### src/rtl/mem_stage.sv
// mem_stage: memory-access stage between execute and writeback.
// Issues at most one outstanding data-memory access per uop, aligns and
// extends load data, and turns alignment/bus faults into exception codes.

package Uop;
  typedef enum logic [1:0] {
    EX_NONE      = 2'd0,
    EX_DECODE    = 2'd1,
    EX_MEM_ALIGN = 2'd2,
    EX_MEM_MISS  = 2'd3
  } ex_t;

  localparam logic [1:0] MEM_OP_SZ_B = 2'b00;
  localparam logic [1:0] MEM_OP_SZ_H = 2'b01;
  localparam logic [1:0] MEM_OP_SZ_W = 2'b10;

  typedef struct packed {
    logic       en;
    logic       isSt;
    logic       signExtend;
    logic [1:0] sz;
  } mem_op_t;

  // 2 + 5 + 32 + 32 + 5 = 76 bits
  typedef struct packed {
    ex_t         ex;
    logic [4:0]  rd;
    logic [31:0] rdVal;
    logic [31:0] rs2Val;
    mem_op_t     memOp;
  } execute_t;

  // 2 + 5 + 32 = 39 bits
  typedef struct packed {
    ex_t         ex;
    logic [4:0]  rd;
    logic [31:0] rdVal;
  } memory_t;
endpackage

module mem_stage
  import Uop::*;
(
  input  logic     clk,
  input  logic     rst_n,
  input  logic     in_valid,
  output logic     in_ready,
  input  execute_t in_uop,
  output logic     out_valid,
  input  logic     out_ready,
  output memory_t  out_uop,
  mem_stage_if.master dmem
);

  typedef enum logic [1:0] {IDLE, REQ, WAIT} state_t;

  state_t      state_q, state_d;
  logic [31:0] addr_p0;
  logic [4:0]  rd_p0;
  logic        is_st_p0;
  logic        sext_p0;
  logic [1:0]  sz_p0;

  logic        accept;
  logic        misaligned;
  logic        needs_access;
  memory_t     pass_result;
  memory_t     mem_result;

  // Size encoding 2'b11 behaves as a word everywhere below.
  function automatic logic is_misaligned(input logic [1:0] sz, input logic [1:0] a);
    case (sz)
      MEM_OP_SZ_B: return 1'b0;
      MEM_OP_SZ_H: return a[0];
      default:     return a != 2'b00;
    endcase
  endfunction

  function automatic logic [3:0] lane_be(input logic [1:0] sz, input logic [1:0] a);
    case (sz)
      MEM_OP_SZ_B: return 4'b0001 << a;
      MEM_OP_SZ_H: return 4'b0011 << a;
      default:     return 4'b1111;
    endcase
  endfunction

  function automatic logic [31:0] lane_wdata(input logic [1:0] sz, input logic [31:0] d);
    case (sz)
      MEM_OP_SZ_B: return {4{d[7:0]}};
      MEM_OP_SZ_H: return {2{d[15:0]}};
      default:     return d;
    endcase
  endfunction

  function automatic logic [31:0] align_load(input logic [31:0] rdata, input logic [1:0] a,
                                             input logic [1:0] sz, input logic sext);
    logic        [31:0] sh;
    logic signed [7:0]  b;
    logic signed [15:0] h;
    sh = rdata >> {a, 3'b000};
    b  = sh[7:0];
    h  = sh[15:0];
    case (sz)
      MEM_OP_SZ_B: return sext ? 32'(b) : {24'b0, sh[7:0]};
      MEM_OP_SZ_H: return sext ? 32'(h) : {16'b0, sh[15:0]};
      default:     return sh;
    endcase
  endfunction

  assign accept       = in_valid && in_ready;
  assign misaligned   = is_misaligned(in_uop.memOp.sz, in_uop.rdVal[1:0]);
  assign needs_access = (in_uop.ex == EX_NONE) && in_uop.memOp.en && !misaligned;

  assign pass_result.ex    = (in_uop.ex == EX_NONE && in_uop.memOp.en && misaligned)
                             ? EX_MEM_ALIGN : in_uop.ex;
  assign pass_result.rd    = in_uop.rd;
  assign pass_result.rdVal = in_uop.rdVal;

  // Result of the outstanding access once its response is on the bus.
  always_comb begin
    mem_result       = '0;
    mem_result.ex    = EX_NONE;
    mem_result.rd    = 5'd0;
    mem_result.rdVal = addr_p0;
    if (dmem.resp_err) begin
      mem_result.ex = EX_MEM_MISS;
    end else if (!is_st_p0) begin
      mem_result.rd    = rd_p0;
      mem_result.rdVal = align_load(dmem.resp_rdata, addr_p0[1:0], sz_p0, sext_p0);
    end
  end

  // State register.
  always_ff @(posedge clk or negedge rst_n) begin
    if (!rst_n) state_q <= IDLE;
    else        state_q <= state_d;
  end

  // Next-state logic.
  always_comb begin
    state_d = state_q;
    case (state_q)
      IDLE:    if (accept && needs_access) state_d = REQ;
      REQ:     if (dmem.req_ready)         state_d = WAIT;
      WAIT:    if (dmem.resp_valid)        state_d = IDLE;
      default: state_d = IDLE;
    endcase
  end

  // FSM outputs: acceptance and request strobe.
  always_comb begin
    in_ready       = (state_q == IDLE) && (!out_valid || out_ready);
    dmem.req_valid = (state_q == REQ);
  end

  // --- stage p0: capture the access at accept; fields stay stable through REQ/WAIT ---
  always_ff @(posedge clk or negedge rst_n) begin
    if (!rst_n) begin
      addr_p0        <= '0;
      rd_p0          <= '0;
      is_st_p0       <= 1'b0;
      sext_p0        <= 1'b0;
      sz_p0          <= '0;
      dmem.req_addr  <= '0;
      dmem.req_we    <= 1'b0;
      dmem.req_be    <= '0;
      dmem.req_wdata <= '0;
    end else if (accept && needs_access) begin
      addr_p0        <= in_uop.rdVal;
      rd_p0          <= in_uop.rd;
      is_st_p0       <= in_uop.memOp.isSt;
      sext_p0        <= in_uop.memOp.signExtend;
      sz_p0          <= in_uop.memOp.sz;
      dmem.req_addr  <= in_uop.rdVal[31:2];
      dmem.req_we    <= in_uop.memOp.isSt;
      dmem.req_be    <= lane_be(in_uop.memOp.sz, in_uop.rdVal[1:0]);
      dmem.req_wdata <= lane_wdata(in_uop.memOp.sz, in_uop.rs2Val);
    end
  end

  // --- stage p1: output register, loaded by pass-through or by memory response ---
  always_ff @(posedge clk or negedge rst_n) begin
    if (!rst_n) begin
      out_valid <= 1'b0;
      out_uop   <= '0;
    end else if (accept && !needs_access) begin
      out_valid <= 1'b1;
      out_uop   <= pass_result;
    end else if (state_q == WAIT && dmem.resp_valid) begin
      out_valid <= 1'b1;
      out_uop   <= mem_result;
    end else if (out_ready) begin
      out_valid <= 1'b0;
    end
  end

endmodule
### src/rtl/mem_stage_if.sv
// mem_stage_if: single-outstanding data-memory port (request + response).
interface mem_stage_if;
  logic        req_valid;
  logic        req_ready;
  logic [29:0] req_addr;
  logic        req_we;
  logic [3:0]  req_be;
  logic [31:0] req_wdata;
  logic        resp_valid;
  logic [31:0] resp_rdata;
  logic        resp_err;

  modport master (
    output req_valid, req_addr, req_we, req_be, req_wdata,
    input  req_ready, resp_valid, resp_rdata, resp_err
  );

  modport slave (
    input  req_valid, req_addr, req_we, req_be, req_wdata,
    output req_ready, resp_valid, resp_rdata, resp_err
  );
endinterface

### src/flat_wrapper.sv
// flat-port wrapper written by rule: the top's interface ports become plain ports
module mem_stage_flat import Uop::*;
  (clk, rst_n, in_valid, in_ready, in_uop, out_valid, out_ready, out_uop, dmem_req_valid, dmem_req_addr, dmem_req_we, dmem_req_be, dmem_req_wdata, dmem_req_ready, dmem_resp_valid, dmem_resp_rdata, dmem_resp_err);
  mem_stage_if dmem_i ();
  input  logic clk;
  input  logic rst_n;
  input  logic in_valid;
  output logic in_ready;
  input  execute_t in_uop;
  output logic out_valid;
  input  logic out_ready;
  output memory_t out_uop;
  output wire logic [$bits(dmem_i.req_valid)-1:0] dmem_req_valid;
  output wire logic [$bits(dmem_i.req_addr)-1:0] dmem_req_addr;
  output wire logic [$bits(dmem_i.req_we)-1:0] dmem_req_we;
  output wire logic [$bits(dmem_i.req_be)-1:0] dmem_req_be;
  output wire logic [$bits(dmem_i.req_wdata)-1:0] dmem_req_wdata;
  input wire logic [$bits(dmem_i.req_ready)-1:0] dmem_req_ready;
  input wire logic [$bits(dmem_i.resp_valid)-1:0] dmem_resp_valid;
  input wire logic [$bits(dmem_i.resp_rdata)-1:0] dmem_resp_rdata;
  input wire logic [$bits(dmem_i.resp_err)-1:0] dmem_resp_err;
  assign dmem_req_valid = dmem_i.req_valid;
  assign dmem_req_addr = dmem_i.req_addr;
  assign dmem_req_we = dmem_i.req_we;
  assign dmem_req_be = dmem_i.req_be;
  assign dmem_req_wdata = dmem_i.req_wdata;
  assign dmem_i.req_ready = dmem_req_ready;
  assign dmem_i.resp_valid = dmem_resp_valid;
  assign dmem_i.resp_rdata = dmem_resp_rdata;
  assign dmem_i.resp_err = dmem_resp_err;
  mem_stage u_core (.clk(clk), .rst_n(rst_n), .in_valid(in_valid), .in_ready(in_ready), .in_uop(in_uop), .out_valid(out_valid), .out_ready(out_ready), .out_uop(out_uop), .dmem(dmem_i));
endmodule
### config.mk
export PLATFORM = sky130hd
export DESIGN_NAME = mem_stage_flat
export DESIGN_NICKNAME = d
export VERILOG_FILES = /design/src/rtl/mem_stage.sv /design/src/rtl/mem_stage_if.sv /design/src/flat_wrapper.sv
export SDC_FILE = /design/constraint.sdc
export NUM_CORES = 1
export LEC_CHECK = 0
export ABC_AREA = 1
export BUFFER_PORTS_ARGS = -buffer_cell sky130_fd_sc_hd__buf_2
export CORE_ASPECT_RATIO = 1.5
export CORE_MARGIN = 2
export CORE_UTILIZATION = 29
export CTS_CLUSTER_DIAMETER = 200
export DETAILED_ROUTE_END_ITERATION = 7
export PLACE_DENSITY = 0.5
export SYNTH_ARGS = -nofsm -noshare
export SYNTH_HDL_FRONTEND = slang
export SYNTH_SLANG_ARGS = --single-unit
### constraint.sdc
create_clock -name clk -period 2.35 [get_ports clk]
set_clock_uncertainty 0.2 [all_clocks]
set_input_delay 0.1175 -clock clk [delete_from_list [all_inputs] [get_ports clk]]
set_output_delay 0.1175 -clock clk [all_outputs]
set_load 0.01 [all_outputs]
-- After elaboration in Yosys (flattened, before gate mapping)
Index checks and enable logic that the tools add are counted.
- register bits after elaboration: 149
- input port bits: 115
- output and inout bits: 109
- logic and storage cells: 62
- eq/ne operators: 7
- shift-type cells: 3
- multiplexer cells: 19
- reductions and logical operators: 20
- operators with widths (operator ; count):
    case mux 32 bit (2 select lines) ; 2
    2-to-1 mux 39 bit ; 2
    2-to-1 mux 37 bit ; 2
    2-to-1 mux 32 bit ; 2
    >> shifter 32 x 5 -> 32 bit ; 1
    2-to-1 mux 2 bit ; 5
    logical AND 1 bit ; 8
    logical NOT 2 bit ; 4
    case mux 4 bit (2 select lines) ; 1
    == test 2 x 1 -> 1 bit, second input constant ; 3
    case mux 2 bit (3 select lines) ; 1
    != test 2 x 1 -> 1 bit, second input constant ; 2
    nonzero test 2 bit ; 2
    << shifter 1 x 2 -> 4 bit, first input constant ; 1
    << shifter 2 x 2 -> 4 bit, first input constant ; 1
    logical NOT 1 bit ; 3
    2-to-1 mux 1 bit ; 3
    AND reduction 3 bit ; 1
    nonzero test 3 bit ; 1
    == test 2 bit, second input constant ; 1
    != test 2 bit, second input constant ; 1
    case mux 1 bit (2 select lines) ; 1
    logical OR 1 bit ; 1

-- Depth between registers and ports, before layout
- depth in word-level cells: 7
- mapped depth: 11
- depth with buffers taken out: 9

-- Worst setup path after synthesis
Ideal clock, no wire load.
- path kind: flip-flop to flip-flop
- start point: register u_core.state_q[1]
- end point: register u_core.dmem.req_be[0]
- setup time: 0.130 ns
- arrival time: 1.374 ns
- data required time: 2.020 ns
- path slack: 0.645 ns
- cell stages (with the launch flop): 10
- path buffers: 3
- cell sequence: dfrtp_1 nor2_1 o21ai_1 nor2_1 buf_2 nand2_2 buf_6 buf_2 nand2_1 o21ai_1
- word-level cells in the longest chain between the ends: 4
- RTL lines (element ; line ; source):
    from (decl) ; mem_stage.sv:57 ; state_t state_q, state_d;
    from (signal assigned) ; mem_stage.sv:136 ; else state_q <= state_d;
    logical NOT 2 bit ; mem_stage.sv:152 ; in_ready = (state_q == IDLE) && (!out_valid || out_ready);
    logical AND 1 bit ; mem_stage.sv:152 ;
    logical AND 1 bit ; mem_stage.sv:110 ; assign accept = in_valid && in_ready;
    logical AND 1 bit ; mem_stage.sv:168 ; end else if (accept && needs_access) begin
    to (signal assigned) ; mem_stage.sv:176 ; dmem.req_be <= lane_be(in_uop.memOp.sz, in_uop.rdVal[1:0]);
    to (decl) ; mem_stage_if.sv:14 ; output req_valid, req_addr, req_we, req_be, req_wdata,
No other way between the ends.
A chain may end at the register's enable or synchronous reset.

-- Worst setup path in the final report
- start point: register u_core.addr_p0[0]
- end point: register u_core.out_uop[0] (netlist name)
- word-level cells in the longest chain between the ends: 7
- RTL lines (element ; line ; source):
    from (decl) ; mem_stage.sv:58 ; logic [31:0] addr_p0;
    from (signal assigned) ; mem_stage.sv:169 ; addr_p0 <= in_uop.rdVal;
    >> shifter 32 x 5 -> 32 bit ; mem_stage.sv:100 ; sh = rdata >> {a, 3'b000};
    2-to-1 mux 32 bit (on tied branches) ; mem_stage.sv:105, mem_stage.sv:104 ;
    case mux 32 bit (2 select lines) ; mem_stage.sv:103 ; case (sz)
    2-to-1 mux 37 bit ; mem_stage.sv:127 ; end else if (!is_st_p0) begin
    2-to-1 mux 37 bit * ; mem_stage.sv:125 ; if (dmem.resp_err) begin
    2-to-1 mux 39 bit * ; mem_stage.sv:189 ; end else if (state_q == WAIT && dmem.resp_valid) begin
    2-to-1 mux 39 bit * ; mem_stage.sv:186 ; end else if (accept && !needs_access) begin
Mark *: on every way between the ends. The rest lies on a longest branch, timed or not. The select of a mux whose other input is x is not followed.

==> impl_summary.md <==
Placed design
The cell total after placement is 1,371. Routability-driven placement finished with a final weighted congestion of 0.917. The HPWL after detailed placement is 17,700 µm.

The number of port buffers is 223.

Timing
Setup repair after global routing left no endpoint under its margin. The final clock period utilization by the worst path is 0.929. The clock period could shrink to 2.18 ns. The number of pins exceeding their max-slew limit in the final report is 0. Setup violations remaining at the end of the flow were counted as 0. For the pin with the worst max-slew slack, the measured transition is 0.926 ns. Headroom to the max-slew limit came out at 0.380. The accumulated negative setup slack is 0 ns. The highest attainable clock frequency is 0.458 GHz. The final hold violation count is 0.

Die
During I/O placement, the number of pins put on the boundary was 224. The die width is 127 µm. The starting utilization of the core area is 0.295. The total area inside the core boundary comes to 0.0224 mm². In this run the core area contains 67 standard-cell rows. The die footprint is 0.0240 mm². The chip height is 189 µm.

Finish
After the last flow step, the layout net total stands at 1,335. The number of antenna diodes in the final layout is 0. Relative to the synthesized area, the layout overhead comes to 43.2%.

In the final layout, the share of cells above drive strength 1 is 0.249. The final non-filler cell total is 1,509.

Pwr
The cell leakage power is 5.12 nW. The power density relative to cell area is 891 mW/mm². Across the VDD grid, the largest voltage drop is 522 µV.

Worst setup path
In this design, the largest share of critical-path delay is due to buffers and inverters. The delay contributed by the slowest stage of the critical path is 0.57 ns. The worst register-to-register path begins at u_core.addr_p0[0]. STA classifies the critical path startpoint as a flop. The critical path goes through buf_4 > or2_2 > o211ai_1 > dlygate4sd3_1 > nand3_1 > nand2_1 > nand3_1. Among the stages of the critical path, the cell type that occurs most often is sky130_fd_sc_hd__nand3_1. The worst setup slack for register-to-register paths is 0.17 ns. The most critical setup path has its startpoint at u_core.addr_p0[0].

The standard cell with the maximum stage delay on the critical path is sky130_fd_sc_hd__dlygate4sd3_1. The critical path contains buffers and inverters numbering 2 combined. The critical path in this run is classified as flop to flop.

STA puts the critical path data arrival time at 2.28 ns. In this run the worst path has a maximum fanout of 23. The worst setup path is captured at a flop. At the worst endpoint, the required time is 2.45 ns.

Outcome
The flow ran to the end, and the final reports show no timing, DRC or antenna violations.

Synth
In this run, synthesis produced a sequential element count of 119. The cell taking the most area after synthesis is sky130_fd_sc_hd__dfrtp_1. The cell area after synthesis is 0.00660 mm². The mean instance size in the synthesized netlist is 7.09 µm². The count of yosys warnings during synthesis is 0.

The sequential cell area fraction in the yosys report is 0.451. By area the synthesized netlist is led by sky130_fd_sc_hd__dfrtp_1, sky130_fd_sc_hd__nand2_1, sky130_fd_sc_hd__nand3_1, sky130_fd_sc_hd__buf_4, sky130_fd_sc_hd__nor2_1. The number of nets produced by synthesis is 1,046.

Counting distinct cell types in the post-synthesis netlist gives 23. The number of instances in the synthesized netlist is 931. The portion of synthesized cell area occupied by the leading cell type is 0.451.

GRT
The met1 usage is 0.235. The global-route track usage on met3 is 0.0446. Entering global routing, the biggest net connects 54 pins. The initial antenna violation count is 0. Global routing finished with a remaining overflow of 0. The busiest layer in global routing is met2. For met2 alone, demand over resource in global routing was 0.381. The number of global-route vias before repair is 7,003. The wire length of the first global-routing pass is 38,300 µm. The total global-route track usage is 0.207.

Drt
After detailed routing, the number of vias per cell comes to 4.68. The detailed-route wire length is 24,800 µm. The routed via count is 7,055. The post-route DRC violation count is 0.

The average routed wire per standard cell is 16.4 µm. The count of TritonRoute iterations in the first routing pass is 7. The violation count after the first detailed-route iteration is 418. The number of nets still failing antenna checks after routing is 0.

Clock network
The tree is rooted in a sky130_fd_sc_hd__clkbuf_16. Buffers inserted during clock tree synthesis total 17. TritonCTS built the clock tree. For this design, the sink count on the clock tree is 119. The depth of the CTS H-tree is 4.

At the later pin of the worst-skew pair, clock insertion delay measures 0.41 ns. The maximum number of buffers from clock root to sink is 2. After clock tree synthesis, the clock-pin slew on the worst setup and hold paths is 0.06 ns.

Hold path
The start point of the worst min-delay path is dmem_resp_rdata[9]. The path class of the tightest hold or removal check is input port to flop.

Run
The number of max-capacitance violations reported is 0.
==> synthesized netlist by cell type <==
master,n
sky130_fd_sc_hd__nand2_1,395
sky130_fd_sc_hd__nand3_1,126
sky130_fd_sc_hd__dfrtp_1,119
sky130_fd_sc_hd__nor2_1,64
sky130_fd_sc_hd__inv_1,41
sky130_fd_sc_hd__buf_4,33
sky130_fd_sc_hd__a21oi_1,28
sky130_fd_sc_hd__buf_2,26
sky130_fd_sc_hd__o21ai_1,22
sky130_fd_sc_hd__clkbuf_1,19
sky130_fd_sc_hd__o21ai_0,9
sky130_fd_sc_hd__a31oi_1,8
sky130_fd_sc_hd__o21ai_2,7
sky130_fd_sc_hd__or2_2,7
sky130_fd_sc_hd__buf_6,6
sky130_fd_sc_hd__inv_2,4
sky130_fd_sc_hd__o2111ai_1,4
sky130_fd_sc_hd__a22oi_1,3
sky130_fd_sc_hd__nand2_2,3
sky130_fd_sc_hd__o211ai_1,3
sky130_fd_sc_hd__nand3_2,2
sky130_fd_sc_hd__clkbuf_2,1
sky130_fd_sc_hd__o31ai_1,1
==> path summary, 6_finish.rpt <==
check,to,cells past startpoint
max,u_core.out_uop[0],7
min,u_core.out_uop[9],7
max reg2reg,u_core.out_uop[0],7
min reg2reg,u_core.out_uop[1],2
max in group asynchronous,u_core.state_q[1],3
min in group asynchronous,u_core.addr_p0[23],3
==> cell usage in the layout (no fill, tap or decap), types with 2 or more instances in the layout <==
cell type	synthesis	final
sky130_fd_sc_hd__nand3_1	126	125
sky130_fd_sc_hd__nand3_2	2	3
sky130_fd_sc_hd__dfrtp_1	119	119
sky130_fd_sc_hd__o211ai_1	3	3
sky130_fd_sc_hd__clkbuf_8	0	4
sky130_fd_sc_hd__nor2_2	0	3
sky130_fd_sc_hd__nand2_2	3	2
sky130_fd_sc_hd__inv_2	4	4
sky130_fd_sc_hd__clkbuf_16	0	17
sky130_fd_sc_hd__or2_2	7	7
sky130_fd_sc_hd__o2111ai_1	4	4
sky130_fd_sc_hd__buf_12	0	3
sky130_fd_sc_hd__nand2_1	395	395
sky130_fd_sc_hd__clkinv_2	0	6
sky130_fd_sc_hd__buf_2	26	222
sky130_fd_sc_hd__a21oi_1	28	28
sky130_fd_sc_hd__o21ai_0	9	9
sky130_fd_sc_hd__clkbuf_1	19	2
sky130_fd_sc_hd__dlygate4sd3_1	0	106
sky130_fd_sc_hd__bufinv_16	0	2
sky130_fd_sc_hd__a31oi_1	8	8
sky130_fd_sc_hd__inv_1	41	41
sky130_fd_sc_hd__nor2_1	64	60
sky130_fd_sc_hd__o21ai_1	22	22
sky130_fd_sc_hd__buf_4	33	23
sky130_fd_sc_hd__o21ai_2	7	7
sky130_fd_sc_hd__a22oi_1	3	3
==> cell families (layout without fill, tap and decap cells) <==
kind of cell / count (synthesis) / count (layout) / synth area share
AOI/OAI and AO/OA: 85 / 85 / 0.0749
buffers and inverters: 130 / 432 / 0.105
DFF: 119 / 119 / 0.451
and+or+nand+nor: 597 / 597 / 0.369
==> report_power, final <==
part | switching [mW] | internal (mW)
sequential | 0.377 | 2.60
clock | 0.946 | 1.66
combinational | 1.68 | 1.15
==> cell type report <==
class                      instances  area, µm²
sequential                       119       2980
fill                            2343      12900
clock inverter                     9       97.6
tap                              276        345
clock buffer                      23        488
inverter                          45        169
timing repair buffer             355       2420
multi-input combinational        682       2960
==> sequential cells by signal, indices dropped and copies added, names as in the netlist <==
signal                 count
u_core.out_uop            39
u_core.addr_p0            32
u_core.dmem.req_wdata     32
u_core.rd_p0               5
u_core.dmem.req_be         4
u_core.state_q             2
u_core.sz_p0               2
u_core.dmem.req_we         1
u_core.out_valid           1
u_core.sext_p0             1
==> metal layers <==
metal,wire length [µm],vias up
li1,-,3515
met1,9890,3285
met2,13200,228
met3,1250,27
met4,463,0
met5,0,-
==> stage by stage <==
stage	cell area (µm²)	total power, mW	utilization	hold slack [ns]	setup WS (ns)
2_1_floorplan	6600	4.71	-	-0.378	0.645
3_3_place_gp	7800	5.70	0.348	-0.214	0.379
3_5_place_dp	7800	5.72	0.348	-0.217	0.319
4_1_cts	9440	8.53	0.422	0.0103	0.0269
5_1_grt	9450	8.98	0.422	0.0440	0.0627
6_report	9450	8.41	0.422	0.0250	0.167
==> repair_timing <==
action / 4_1_cts / 5_1_grt
buffers inserted: 0 / 0
endpoints found under the setup margin: 0 / 8
hold buffers: 106 / 0
hold endpoints to repair: 237 / 0
gates resized for setup: 0 / 2
==> worst min-delay path, delay by kind of cell <==
family | cells | cell delay [ns]
and+or+nand+nor | 6 | 0.40
buffers and inverters | 1 | 0.08
Power figures use the tool's default switching activity.
